### config.mk
export PLATFORM = sky130hd
export DESIGN_NAME = ram_writer_sync
export DESIGN_NICKNAME = d
export VERILOG_FILES = /design/src/rtl/ram_writer_sync_pkg.sv /design/src/rtl/ram_writer_sync_ram.sv /design/src/rtl/ram_writer_sync.sv
export SDC_FILE = /design/constraint.sdc
export NUM_CORES = 1
export LEC_CHECK = 0
export BUFFER_PORTS_ARGS = -buffer_cell sky130_fd_sc_hd__buf_2
export CAP_MARGIN = 20
export CORE_AREA = 2 2 65 67
export CTS_CLUSTER_SIZE = 40
export DETAILED_ROUTE_END_ITERATION = 7
export DIE_AREA = 0 0 67 69
export PLACE_DENSITY = 0.56
export SYNTH_ARGS = -nofsm -noshare
export SYNTH_HDL_FRONTEND = slang
export SYNTH_HIERARCHICAL = 1
export SYNTH_SLANG_ARGS = --single-unit
### constraint.sdc
create_clock -name clk -period 1.76 [get_ports clk]
set_input_delay 0.352 -clock clk [delete_from_list [all_inputs] [get_ports clk]]
set_output_delay 0.352 -clock clk [all_outputs]
set_load 0.02 [all_outputs]
### src/rtl/ram_writer_sync_pkg.sv
// Shared definitions for the RAM writer block.
// FSM encodings and default geometry.
package ram_writer_defs;

   localparam logic [1:0] ST_IDLE = 2'd0;
   localparam logic [1:0] ST_FILL = 2'd1;
   localparam logic [1:0] ST_DONE = 2'd2;

   localparam int DEF_DATA_W = 4;
   localparam int DEF_ADDR_W = 2;

endpackage

### src/rtl/ram_writer_sync_ram.sv
// One-write, one-read synchronous RAM with registered read-first port.
// Whole array clears to zero on reset.
module sync_ram_1r1w #(
   parameter int DATA_W = 4,
   parameter int ADDR_W = 2,
   parameter int DEPTH  = 1 << ADDR_W
) (
   input  logic              clk,
   input  logic              rst_n,
   input  logic              we,
   input  logic [ADDR_W-1:0] waddr,
   input  logic [DATA_W-1:0] wdata,
   input  logic [ADDR_W-1:0] raddr,
   output logic [DATA_W-1:0] rdata
);

   logic [DATA_W-1:0] mem [DEPTH];

   always_ff @(posedge clk or negedge rst_n) begin
      if (!rst_n) begin
         for (int i = 0; i < DEPTH; i++) begin
            mem[i] <= '0;
         end
      end else if (we) begin
         mem[waddr] <= wdata;
      end
   end

   // Read samples the pre-edge array, so a same-address write reads old data.
   always_ff @(posedge clk or negedge rst_n) begin
      if (!rst_n) begin
         rdata <= '0;
      end else begin
         rdata <= mem[raddr];
      end
   end

endmodule

### src/rtl/ram_writer_sync.sv
// RAM writer: single-word handshake writes or an incrementing burst fill.
// Status outputs decode from registered state only.
module ram_writer_sync
   import ram_writer_defs::*;
#(
   parameter int DATA_W = DEF_DATA_W,
   parameter int ADDR_W = DEF_ADDR_W,
   parameter int DEPTH  = 1 << ADDR_W
) (
   input  logic              clk,
   input  logic              rst_n,
   input  logic              wr_valid,
   output logic              wr_ready,
   input  logic [ADDR_W-1:0] wr_addr,
   input  logic [DATA_W-1:0] wr_data,
   input  logic              fill_start,
   input  logic [DATA_W-1:0] fill_data,
   output logic              busy,
   output logic              fill_done,
   input  logic [ADDR_W-1:0] rd_addr,
   output logic [DATA_W-1:0] rd_data
);

   localparam logic [ADDR_W-1:0] LAST = ADDR_W'(DEPTH - 1);

   logic [1:0]        state;
   logic [ADDR_W-1:0] idx;
   logic [DATA_W-1:0] seed;

   logic              in_fill;
   logic              ram_we;
   logic [ADDR_W-1:0] ram_waddr;
   logic [DATA_W-1:0] ram_wdata;

   assign wr_ready  = (state == ST_IDLE);
   assign busy      = (state != ST_IDLE);
   assign fill_done = (state == ST_DONE);
   assign in_fill   = (state == ST_FILL);

   // Fill owns the write port; handshake writes only land in IDLE.
   always_comb begin
      ram_we    = 1'b0;
      ram_waddr = wr_addr;
      ram_wdata = wr_data;
      if (in_fill) begin
         ram_we    = 1'b1;
         ram_waddr = idx;
         ram_wdata = seed + DATA_W'(idx);
      end else if (wr_valid && wr_ready) begin
         ram_we = 1'b1;
      end
   end

   always_ff @(posedge clk or negedge rst_n) begin
      if (!rst_n) begin
         state <= ST_IDLE;
         idx   <= '0;
         seed  <= '0;
      end else begin
         case (state)
            ST_IDLE: begin
               if (fill_start) begin
                  state <= ST_FILL;
                  seed  <= fill_data;
                  idx   <= '0;
               end
            end
            ST_FILL: begin
               idx <= idx + 1'b1;
               if (idx == LAST) begin
                  state <= ST_DONE;
               end
            end
            ST_DONE: state <= ST_IDLE;
            default: state <= ST_IDLE;
         endcase
      end
   end

   sync_ram_1r1w #(
      .DATA_W(DATA_W),
      .ADDR_W(ADDR_W),
      .DEPTH (DEPTH)
   ) u_ram (
      .clk  (clk),
      .rst_n(rst_n),
      .we   (ram_we),
      .waddr(ram_waddr),
      .wdata(ram_wdata),
      .raddr(rd_addr),
      .rdata(rd_data)
   );

endmodule

[Yosys cells after proc, flatten, opt, wreduce, memory -nomap -nowiden]
Index checks and enable logic that the tools add are counted.
Word-level totals
  flip-flop bits (word level): 28
  output and inout port bits: 7
  word-level logic and storage cells: 43
  bits of input ports: 16
Operators by class
  mux-type cells: 15
  equality and inequality tests: 5
  order comparisons: 3
  add/subtract/negate cells: 2
  bitwise gates (word level): 2
  reduce and logical (&&, ||, !) cells: 8
Operators with widths (number)
  16-bit bitwise mux: 1
  4-bit 2-to-1 mux: 4
  4-bit binary-select mux with 2-bit select: 1
  4-bit demux with 2-bit select: 1
  2-bit 2-to-1 mux: 4
  2-bit one-hot mux with 2 select lines: 2
  3-bit >= comparator, second input constant: 2
  2-bit inverter with 3-bit output: 2
  2-bit AND reduction: 3
  4-bit by 2-bit adder with 4-bit output: 1
  2-bit equality test, second input constant: 2
  2-bit by 1-bit != test with 1-bit output, second input constant: 2
  2-bit nonzero test: 2
  3-bit by 1-bit less-than comparator with 1-bit output, second input constant: 1
  2-bit by 1-bit adder with 2-bit output, second input constant: 1
  2-bit by 1-bit equality test with 1-bit output, second input constant: 1
  1-bit logical AND: 2
  2-bit logical NOT: 1
  1-bit 2-to-1 mux: 2

[Logic depth before layout (Yosys ltp)]
Gate-level depths: netlist of the first run.
  word-level depth: 8
  gate-level depth with buffers: 7
  depth with buffers taken out: 6

[Cells and area by module]
Netlist of the first run, hierarchy kept.
Modules (own cells, without submodules)
  sync_ram_1r1w: cells an instance 44, area an instance 813.3 um^2, instances 1
  ram_writer_sync: cells an instance 52, area an instance 521.8 um^2, instances 1

[Worst setup path before layout of the first run]
OpenSTA, ideal clock, no wires.
  path kind: reg2reg
  start: register state[1]
  end: register u_ram/mem[10] (netlist name)
  arrival time: 1.823 ns
  cell stages (with the launch flop): 7
  required time: 1.635 ns
  setup time: 0.125 ns
  clock period less this slack: 1.948 ns
  slack: -0.188 ns
  path buffers: 2
  path through: dfrtp_1 > nand2b_1 > clkbuf_1 > buf_2 > o21ai_0 > nand3b_1 > mux2_2
On the way
  cells in the longest elaborated chain, start to end: 8
  elaborated cells between the ends (all ways): 14
Ends and longest elaborated chain
  start, declared: RTL line ram_writer_sync.sv:26  | logic [1:0] state;
  start signal, assigned: RTL line ram_writer_sync.sv:56  | state <= ST_IDLE;
  start signal, assigned: RTL line ram_writer_sync.sv:63  | state <= ST_FILL;
  start signal, assigned: RTL line ram_writer_sync.sv:71  | state <= ST_DONE;
  2-bit by 1-bit equality test with 1-bit output (*): RTL line ram_writer_sync.sv:38  | assign in_fill = (state == ST_FILL);
  2-bit 2-to-1 mux (*): RTL line ram_writer_sync.sv:45  | if (in_fill) begin
  net ram_waddr[1]: RTL line ram_writer_sync.sv:32  | logic [ADDR_W-1:0] ram_waddr;
  2-bit inverter with 3-bit output (not written as such) (*): RTL line ram_writer_sync_ram.sv:25  | mem[waddr] <= wdata;
  3-bit >= comparator (not written as such) / 3-bit by 1-bit less-than comparator with 1-bit output (equally long branches): RTL line ram_writer_sync_ram.sv:25
  1-bit logical AND (not written as such): RTL line ram_writer_sync_ram.sv:25
  4-bit 2-to-1 mux (not written as such): RTL line ram_writer_sync_ram.sv:25
  4-bit demux with 2-bit select (*): RTL line ram_writer_sync_ram.sv:25
  16-bit bitwise mux (*): RTL line ram_writer_sync_ram.sv:25
  end signal, assigned by index: RTL line ram_writer_sync_ram.sv:25
  end, declared: RTL line ram_writer_sync_ram.sv:17  | logic [DATA_W-1:0] mem [DEPTH];
Mark *: on every way through the listed nets, which the timed path passes. The rest lies on a longest branch.
A chain may end at the register's enable or synchronous reset.

[Final worst setup path of the first run]
  start: register idx[1]
  end: register u_ram/mem[11] (netlist name)
On the way
  elaborated cells between the ends (all ways): 10
RTL lines
  start, declared: RTL line ram_writer_sync.sv:27  | logic [ADDR_W-1:0] idx;
  start signal, assigned: RTL line ram_writer_sync.sv:69  | idx <= idx + 1'b1;
  4-bit by 2-bit adder with 4-bit output: RTL line ram_writer_sync.sv:48  | ram_wdata = seed + DATA_W'(idx);
  4-bit 2-to-1 mux: RTL line ram_writer_sync.sv:45
  net ram_wdata[3]: RTL line ram_writer_sync.sv:33  | logic [DATA_W-1:0] ram_wdata;
  16-bit bitwise mux: RTL line ram_writer_sync_ram.sv:25
The timed path passes the listed nets, and every way through them passes these cells.

==> impl.org, run 1 <==
** Clock network
- After clock tree synthesis, the clock-pin slew on the worst setup and hold paths is 0.10 ns.
- TritonCTS built the clock tree.
- H-tree lvl count :: 1
- Number of buffers added by the clock tree synthesis step :: 3
- The longest clock path from root to sink contains 2 buffers.
- Count of clock tree sinks :: 28
- Clock root buffer :: clkbuf_8
- The clock reaches the later pin of the worst-skew pair after 0.27 ns.

** STA
- Final hold violations :: 0
- The final critical path takes up 97.7% of the cycle.
- Worst-case clock skew :: 0.00405 ns
- Setup violations remaining at the end of the flow were counted as 0.
- Crit path setup slack, layout :: 0.0403 ns
- Slew @ Worst Pin :: 0.628 ns
- Setup repair after global routing missed its margin :: yes
- Clock period minus final worst setup slack :: 1.72 ns
- Max-slew headroom at the worst pin :: 58.1%
- For this run, the top clock speed supported by timing is 0.582 GHz.
- Max-slew violation count :: 0

** Die
- Chip Width :: 67 um
- For this design the top-level I/O count stands at 23.
- Die extent in y :: 69 um
- The core region is 3910 sq um.
- The floorplan has 23 rows.
- For this configuration, the core starts out at a cell density of 34.1%.
- Die outline area :: 4620 sq um

** Route
- Residual antenna-violating net count after detailed routing :: 0
- Vias per cell :: 4.70
- In the routed design, unresolved DRC markers number 0.
- DR WL met3 :: 46 um
- Routed met2 length :: 1.39 mm
- Detailed Route WL :: 2.51 mm
- Initial DRC count :: 21
- The first detailed-routing pass ran for 4 iterations.
- Overall via count from detail_route :: 837
- Wire length per cell after detailed routing :: 14.1 um
- Signal routing reaches up to met4.
- Wire length on met1 :: 1.04 mm

** Setup path
- Data arrival time at the worst-slack endpoint :: 1.88 ns
- Worst Path Max Fanout :: 4
- Data required time of the worst path :: 1.92 ns
- The worst setup path is launched from a flip-flop.
- Kind of critical path :: flip-flop to flip-flop
- The worst setup path is captured at a flip-flop.

** GRT
- Global routing usage summed across all routing layers :: 12.3%
- Via count of the first global-routing pass :: 923
- The initial antenna violation count was 0.
- The first global-routing pass estimated 4.35 mm of wire.
- Entering global routing, the biggest net connects 29 pins.
- Remaining Overflow, GRT :: 0

** Synth
- Synth unique cells :: 26
- Sequential element share of the synthesized area :: 52.5%
- Of the post-synthesis cell area, the part taken by muxes is 26.7%.
- FF+latch count, synth :: 28
- Yosys Warn Count :: 6
- Average size of a mapped cell :: 13.9 sq um
- Xor-xnor portion of the synthesized cell area :: 0.656%
- Ranked by total cell area, the synthesized netlist is headed by dfrtp_1 52%, mux2_2 15%, mux4_2 5.1%.
- By area, the combinational part of the netlist is dominated by multiplexers.
- The biggest area contributor in the post-synthesis netlist is dfrtp_1.
- Netlist area before placement :: 1340 sq um
- Area share of the leading cell type in the synthesized netlist :: 52.5%
- After Yosys synthesis, full adders, half adders and majority gates account for 4.31% of the synthesized area.
- Synthesized net count :: 116
- The synthesized netlist devotes 3.84% of its cell area to compound gates.
- In the synthesized netlist, the number of instances is 96.
- Simple-gate portion of the synthesized area :: 8.53%

** Finish
- The layout has 408 filler cells.
- The net count of the finished layout is 149.
- In the final layout, flip-flops and latches occupy 701 sq um.
- The number of antenna diodes in the final layout is 0.
- From synthesis to final layout, the design area changed by 23.1%.
- Most frequent standard cell in the layout excluding fill and tap cells :: dfrtp_1
- Footprint of the multi-input gates :: 606 sq um
- Share of post-route cells with drive strength above 1 :: 50.8%
- Leaving out fill and tap cells, the most frequent cells in the layout are 28 x dfrtp_1, 22 x buf_2, 17 x mux2_2.

** Placed design
- Post-detail-place hpwl :: 1.88 mm
- The count of buffers added on input and output ports is 22.
- Gp weighted congestion :: 0.723
- At the placement stage, the worst setup path has a slack of 0.0317 ns.

** Pwr
- Across the VDD grid, the largest voltage drop is 498 uV.
- Pwr Total :: 0.00335 W
- The analysis attributes to cell leakage a power of 0.780 nW.
- PwrDens :: 2040 nW/um^2

** Job
- The tool flagged a number of max-cap violations equal to 0.

** Min path
- In this run the worst hold path is classified as primary input to asynchronous set/reset pin.

** Status
- Status :: complete, no violations
-- cells in the mapped netlist --
master / number
a21o_1: 1
a21oi_1: 1
and2b_2: 1
and3_1: 1
buf_2: 1
buf_6: 1
clkbuf_1: 1
dfrtp_1: 28
fa_1: 1
ha_1: 3
inv_1: 7
mux2_2: 18
mux2_4: 4
mux4_1: 1
mux4_2: 3
nand2_1: 3
nand2b_1: 2
nand3_1: 3
nand3b_1: 2
nor2_1: 3
nor3b_4: 1
o21ai_0: 6
o31a_1: 1
or2_2: 1
or3b_1: 1
xor2_1: 1
-- cell families (layout without fill, tap and decap cells) --
family          Yosys count  count (layout)
flops                    28              28
mux                      26              26
simple gates             18              18
buf+inv                  10              42
compound gates            9               9
fa+ha+maj                 4               4
xor+xnor                  1               1
-- metrics by stage --
stage	setup TNS [ns]	instance area, sq um	hold slack (ns)	util (%)	instances
3_3_place_gp	0	1540	0.398	39.5	172
5_1_grt	-0.171	1640	0.139	42.0	178
2_1_floorplan	0	1340	0.0564	-	96
3_5_place_dp	0	1540	0.410	39.5	172
4_1_cts	0	1620	0.111	41.3	176
6_report	0	1640	0.0848	42.0	178
-- layer usage --
metal | vias to the layer above | track usage [%]
met5 | - | 0
met4 | 0 | 4.08
met3 | 4 | 2.45
met2 | 7 | 21.8
met1 | 426 | 14.5
li1 | 400 | -
-- registers in the layout (all words and copies together), names as in the netlist --
name         count
idx              2
u_ram/rdata      4
seed             4
u_ram/mem       16
state            2
-- report_power, final --
part | switching (W) | internal [W] | total (W)
Clock | 0.000198 | 0.000304 | 0.000502
Sequential | 0.000160 | 0.000978 | 0.00114
Combinational | 0.000781 | 0.000932 | 0.00171
-- critical path, stage by stage (launching register included) --
cell and delay, ns:
dfrtp_1 0.43, ha_1 0.30, a21o_1 0.16, and3_1 0.17, o31a_1 0.28, mux2_2 0.27
-- final cells by class --
cell class,count,area share (%)
Tap cell,50,3.81
Inverter,7,1.60
Timing Repair Buffer,31,10.8
Sequential cell,28,42.6
Multi-Input combinational cell,58,36.8
Clock inverter,1,1.83
Clock buffer,3,2.51
-- final timing paths --
path / from / to / slack (ns) / cells after the start
hold / removal: rst_n / idx[0]$_DFFE_PN0P_ / 0.08 / 1
max in group asynchronous: rst_n / u_ram/mem[10]$_DFFE_PN0P_ / 1.26 / 1
hold reg to reg: u_ram/mem[9]$_DFFE_PN0P_ / u_ram/mem[9]$_DFFE_PN0P_ / 0.51 / 1
min in group clk: fill_data[1] / seed[1]$_DFFE_PN0P_ / 0.30 / 2
setup / recovery: idx[1]$_DFFE_PN0P_ / u_ram/mem[11]$_DFFE_PN0P_ / 0.04 / 5
setup reg to reg: idx[1]$_DFFE_PN0P_ / u_ram/mem[11]$_DFFE_PN0P_ / 0.04 / 5
-- repair_timing --
| action | 4_1_cts | 5_1_grt |
|---|---|---|
| resized for setup | 0 | 4 |
| endpoints found under the setup margin | 0 | 15 |
| hold buffers | 0 | 0 |
| setup buffers | 0 | 2 |
Note: power is estimated with default switching activity, not from simulation.
==> run 2: changes to the inputs <==
- PLACE_DENSITY: 0.56 -> 0.54
- clock period: 1.76 -> 2.1 ns (I/O delays scaled with it)
==> run 2 against run 1 <==
Net effect: sequential power down 15%; via count down 3.6%; cell count shrank 3.4%; final area decreased by 3.8%; sequential share of layout area grew 1.7 points; critical path depth is 1 lower; core utilization is 1.6 points lower; sequential cell count unchanged; combinational power shrank 27%; critical path type unchanged; critical endpoint is now u_ram/mem[5]$_DFFE_PN0P_; largest power group unchanged.
==> impl.org, run 2 (synthesis gave the netlist of run 1 again) <==
** Status
- Status :: complete, no violations (unchanged)

** Setup path
- Data arrival time at the worst-slack endpoint :: 2.08 ns (was 1.88 ns)
- Sequence of cells on the critical path :: nand2b_1 > o21ai_0 > nand3b_1 > mux2_2 (was ha_1 > a21o_1 > and3_1 > o31a_1 > mux2_2)
- The nature of the critical path startpoint is a flip-flop (unchanged).
- The number of buffer and inverter stages on the critical path is 0 (unchanged).
- The family of cells with the greatest summed delay on the critical path was simple AND/OR/NAND/NOR gates (was compound AO/OA/AOI/OAI gates).
- Element type at the critical path end :: flip-flop (unchanged)
- The maximum fanout along the worst path is 5 (was 4).
- Critical-path top delay cell :: o21ai_0 (was dfrtp_1)
- The worst endpoint required time was 2.26 ns (was 1.92 ns).
- Worst flop-to-flop path startpoint :: state[1]$_DFFE_PN0P_ (was idx[1]$_DFFE_PN0P_)
- Kind of critical path :: flip-flop to flip-flop (unchanged)
- The longest individual stage delay on the worst path is 0.49 ns (was 0.43 ns).
- Crit path from :: state[1]$_DFFE_PN0P_ (was idx[1]$_DFFE_PN0P_)

** Finish
- Commonest cells after routing, fill and taps aside: 28 x dfrtp_1, 22 x buf_2, 18 x mux2_2 (was 28 x dfrtp_1, 22 x buf_2, 17 x mux2_2).
- The most common cell after layout, fill and taps aside is dfrtp_1 (unchanged).
- The growth of design area from synthesis to finish came to 18.5% (was 23.1%).
- The cell area after layout came to 1580 sq um (was 1640 sq um).
- The net count reported at finish was 143 (was 149).
- Share of post-route cells with drive strength above 1 :: 46.7% (was 50.8%)
- Largest registers :: u_ram/mem: 16 flops, seed: 4 flops, u_ram/rdata: 4 flops (unchanged)
- Register name with the most flops :: u_ram/mem (unchanged)
- Flip-flop count of the largest register after layout :: 16 (unchanged)
- Antenna diode instance count :: 0 (unchanged)

** Route
- Overall via count from detail_route :: 807 (was 837)
- The overall routed net length came to 2.36 mm (was 2.51 mm).
- The number of remaining DRC errors was 0 (unchanged).
- Count of TritonRoute iterations in the first routing pass :: 2 (was 4)
- Residual antenna-violating net count after detailed routing :: 0 (unchanged)
- Wire length per cell after detailed routing :: 13.7 um (was 14.1 um)
- Vias per cell :: 4.69 (was 4.70)
- The count of routing violations after the opening detailed-route iteration came to 29 (was 21).

** GRT
- Number of antenna violations at the first check in global routing :: 0 (unchanged)
- The wire length of the first global-routing pass is 4.12 mm (was 4.35 mm).
- The total grt overflow is 0 (unchanged).
- The total track usage was 11.6% (was 12.3%).
- Via count of the first global-routing pass :: 888 (was 923)
- Largest net degree at the start of global routing :: 29 (unchanged)

** Clock network
- Deepest clock path buffer count :: 2 (unchanged)
- Number of buffers added by the clock tree synthesis step :: 3 (unchanged)
- The clock latency of the later-clocked register in the worst-skew pair was 0.27 ns (about the same).
- The count of clock tree sinks was 28 (unchanged).
- The clock slew seen by the registers of the worst setup and hold paths came to 0.09 ns (was 0.10 ns).
- TritonCTS clock tree :: done (unchanged)
- Clock root buffer :: clkbuf_8 (unchanged)
- Hold-fix buffers at CTS :: 0 (unchanged)
- The deepest level of the CTS H-tree is 1 (unchanged).
- The number of setup buffers added after CTS came to 0 (unchanged).
- Resized cells post-CTS :: 0 (unchanged)

** Placed design
- The global placer's final weighted congestion came to 0.762 (was 0.723).
- Area after detailed placement :: 1510 sq um (was 1540 sq um)
- The detailed placement HPWL is 1.81 mm (was 1.88 mm).
- Port Buffer Count :: 22 (unchanged)

** Min path
- The type of the most critical hold path was primary input to asynchronous set/reset pin (unchanged).

** STA
- The final clock skew is 0.00291 ns (was 0.00405 ns).
- Share of the clock period used by the worst path after layout :: 91.4% (was 97.7%)
- The worst hold-check slack was 0.148 ns (was 0.0848 ns).
- The headroom to the max-slew limit was 58.4% (was 58.1%).
- Max-slew violation count :: 0 (unchanged)
- Clock period minus final worst setup slack :: 1.92 ns (was 1.72 ns)
- The maximum clock frequency was 0.521 GHz (was 0.582 GHz).
- The final number of hold-violating endpoints was 0 (unchanged).
- Total negative slack :: 0 ns (unchanged)
- Slew @ Worst Pin :: 0.624 ns (was 0.628 ns)
- Setup repair after global routing missed its margin :: no (was yes)
- The total setup violations reported at the end of the flow was 0 (unchanged).

** Die
- Initial standard-cell utilization of the core :: 34.1% (unchanged)
- Row Count :: 23 (unchanged)
- I/O pins :: 23 (unchanged)
- The total die area is 4620 sq um (unchanged).
- The width of the chip was 67 um (unchanged).
- The y dimension of the die came to 69 um (unchanged).
- Floorplan core area :: 3910 sq um (unchanged)

** Pwr
- The leakage power of the design was 0.746 nW (was 0.780 nW).
- Worst ir drop on vdd :: 415 uV (was 498 uV)
- PwrDens :: 1670 nW/um^2 (was 2040 nW/um^2)

** Job
- The total of max-cap violations came to 0 (unchanged).
run 2: changes by cell type in the layout (fill, tap and decap cells not counted), sizes merged:
cell,previous run,this run
buf,31,25
run 2: metrics by stage:
step                      utilization, %  total power, W  setup slack, ns  instances
after floorplan                        -         0.00191            0.152         96
after global placement              38.6         0.00222            0.219        168
after detailed placement            38.6         0.00226            0.212        168
after CTS                           40.4         0.00268            0.173        172
after global routing                40.4         0.00286           0.0768        172
final                               40.4         0.00264            0.181        172
run 2: worst register-to-register path, cell delays in order, from the launching register on:
cell      delay, ns
dfrtp_1        0.41
nand2b_1       0.22
o21ai_0        0.49
nand3b_1       0.33
mux2_2         0.36
run 2: worst paths after layout:
check,endpoint,slack (ns),depth (start not counted)
min in group clk,seed[2]$_DFFE_PN0P_,0.37,2
worst min register to register,u_ram/mem[9]$_DFFE_PN0P_,0.51,1
max in group asynchronous,u_ram/mem[14]$_DFFE_PN0P_,1.54,1
worst min-delay path,seed[3]$_DFFE_PN0P_,0.15,1
worst max-delay path,u_ram/mem[5]$_DFFE_PN0P_,0.18,4
worst max register to register,u_ram/mem[5]$_DFFE_PN0P_,0.18,4
run 2: power breakdown:
group / internal [W] / switching [W]
Clock: 0.000255 / 0.000166
Sequential: 0.000820 / 0.000152
Combinational: 0.000669 / 0.000582
run 2: per-layer routing:
| layer | wire length (um) | part of all wire, % | global-route usage, % |
|---|---|---|---|
| met4 | 29 | 1.2 | 4.76 |
| met1 | 1030 | 44 | 14.3 |
| met5 | 0 | 0 | 0 |
| met2 | 1240 | 52 | 19.7 |
| met3 | 63 | 2.7 | 1.96 |
run 2: area by class of cell:
type | count | area (sq um)
fill | 410 | 2330
clock buffer | 3 | 41.3
timing repair buffer | 25 | 133
multi-input combinational | 58 | 588
sequential | 28 | 701
inverter | 7 | 26.3
tap | 50 | 62.6
clock inverter | 1 | 30.0
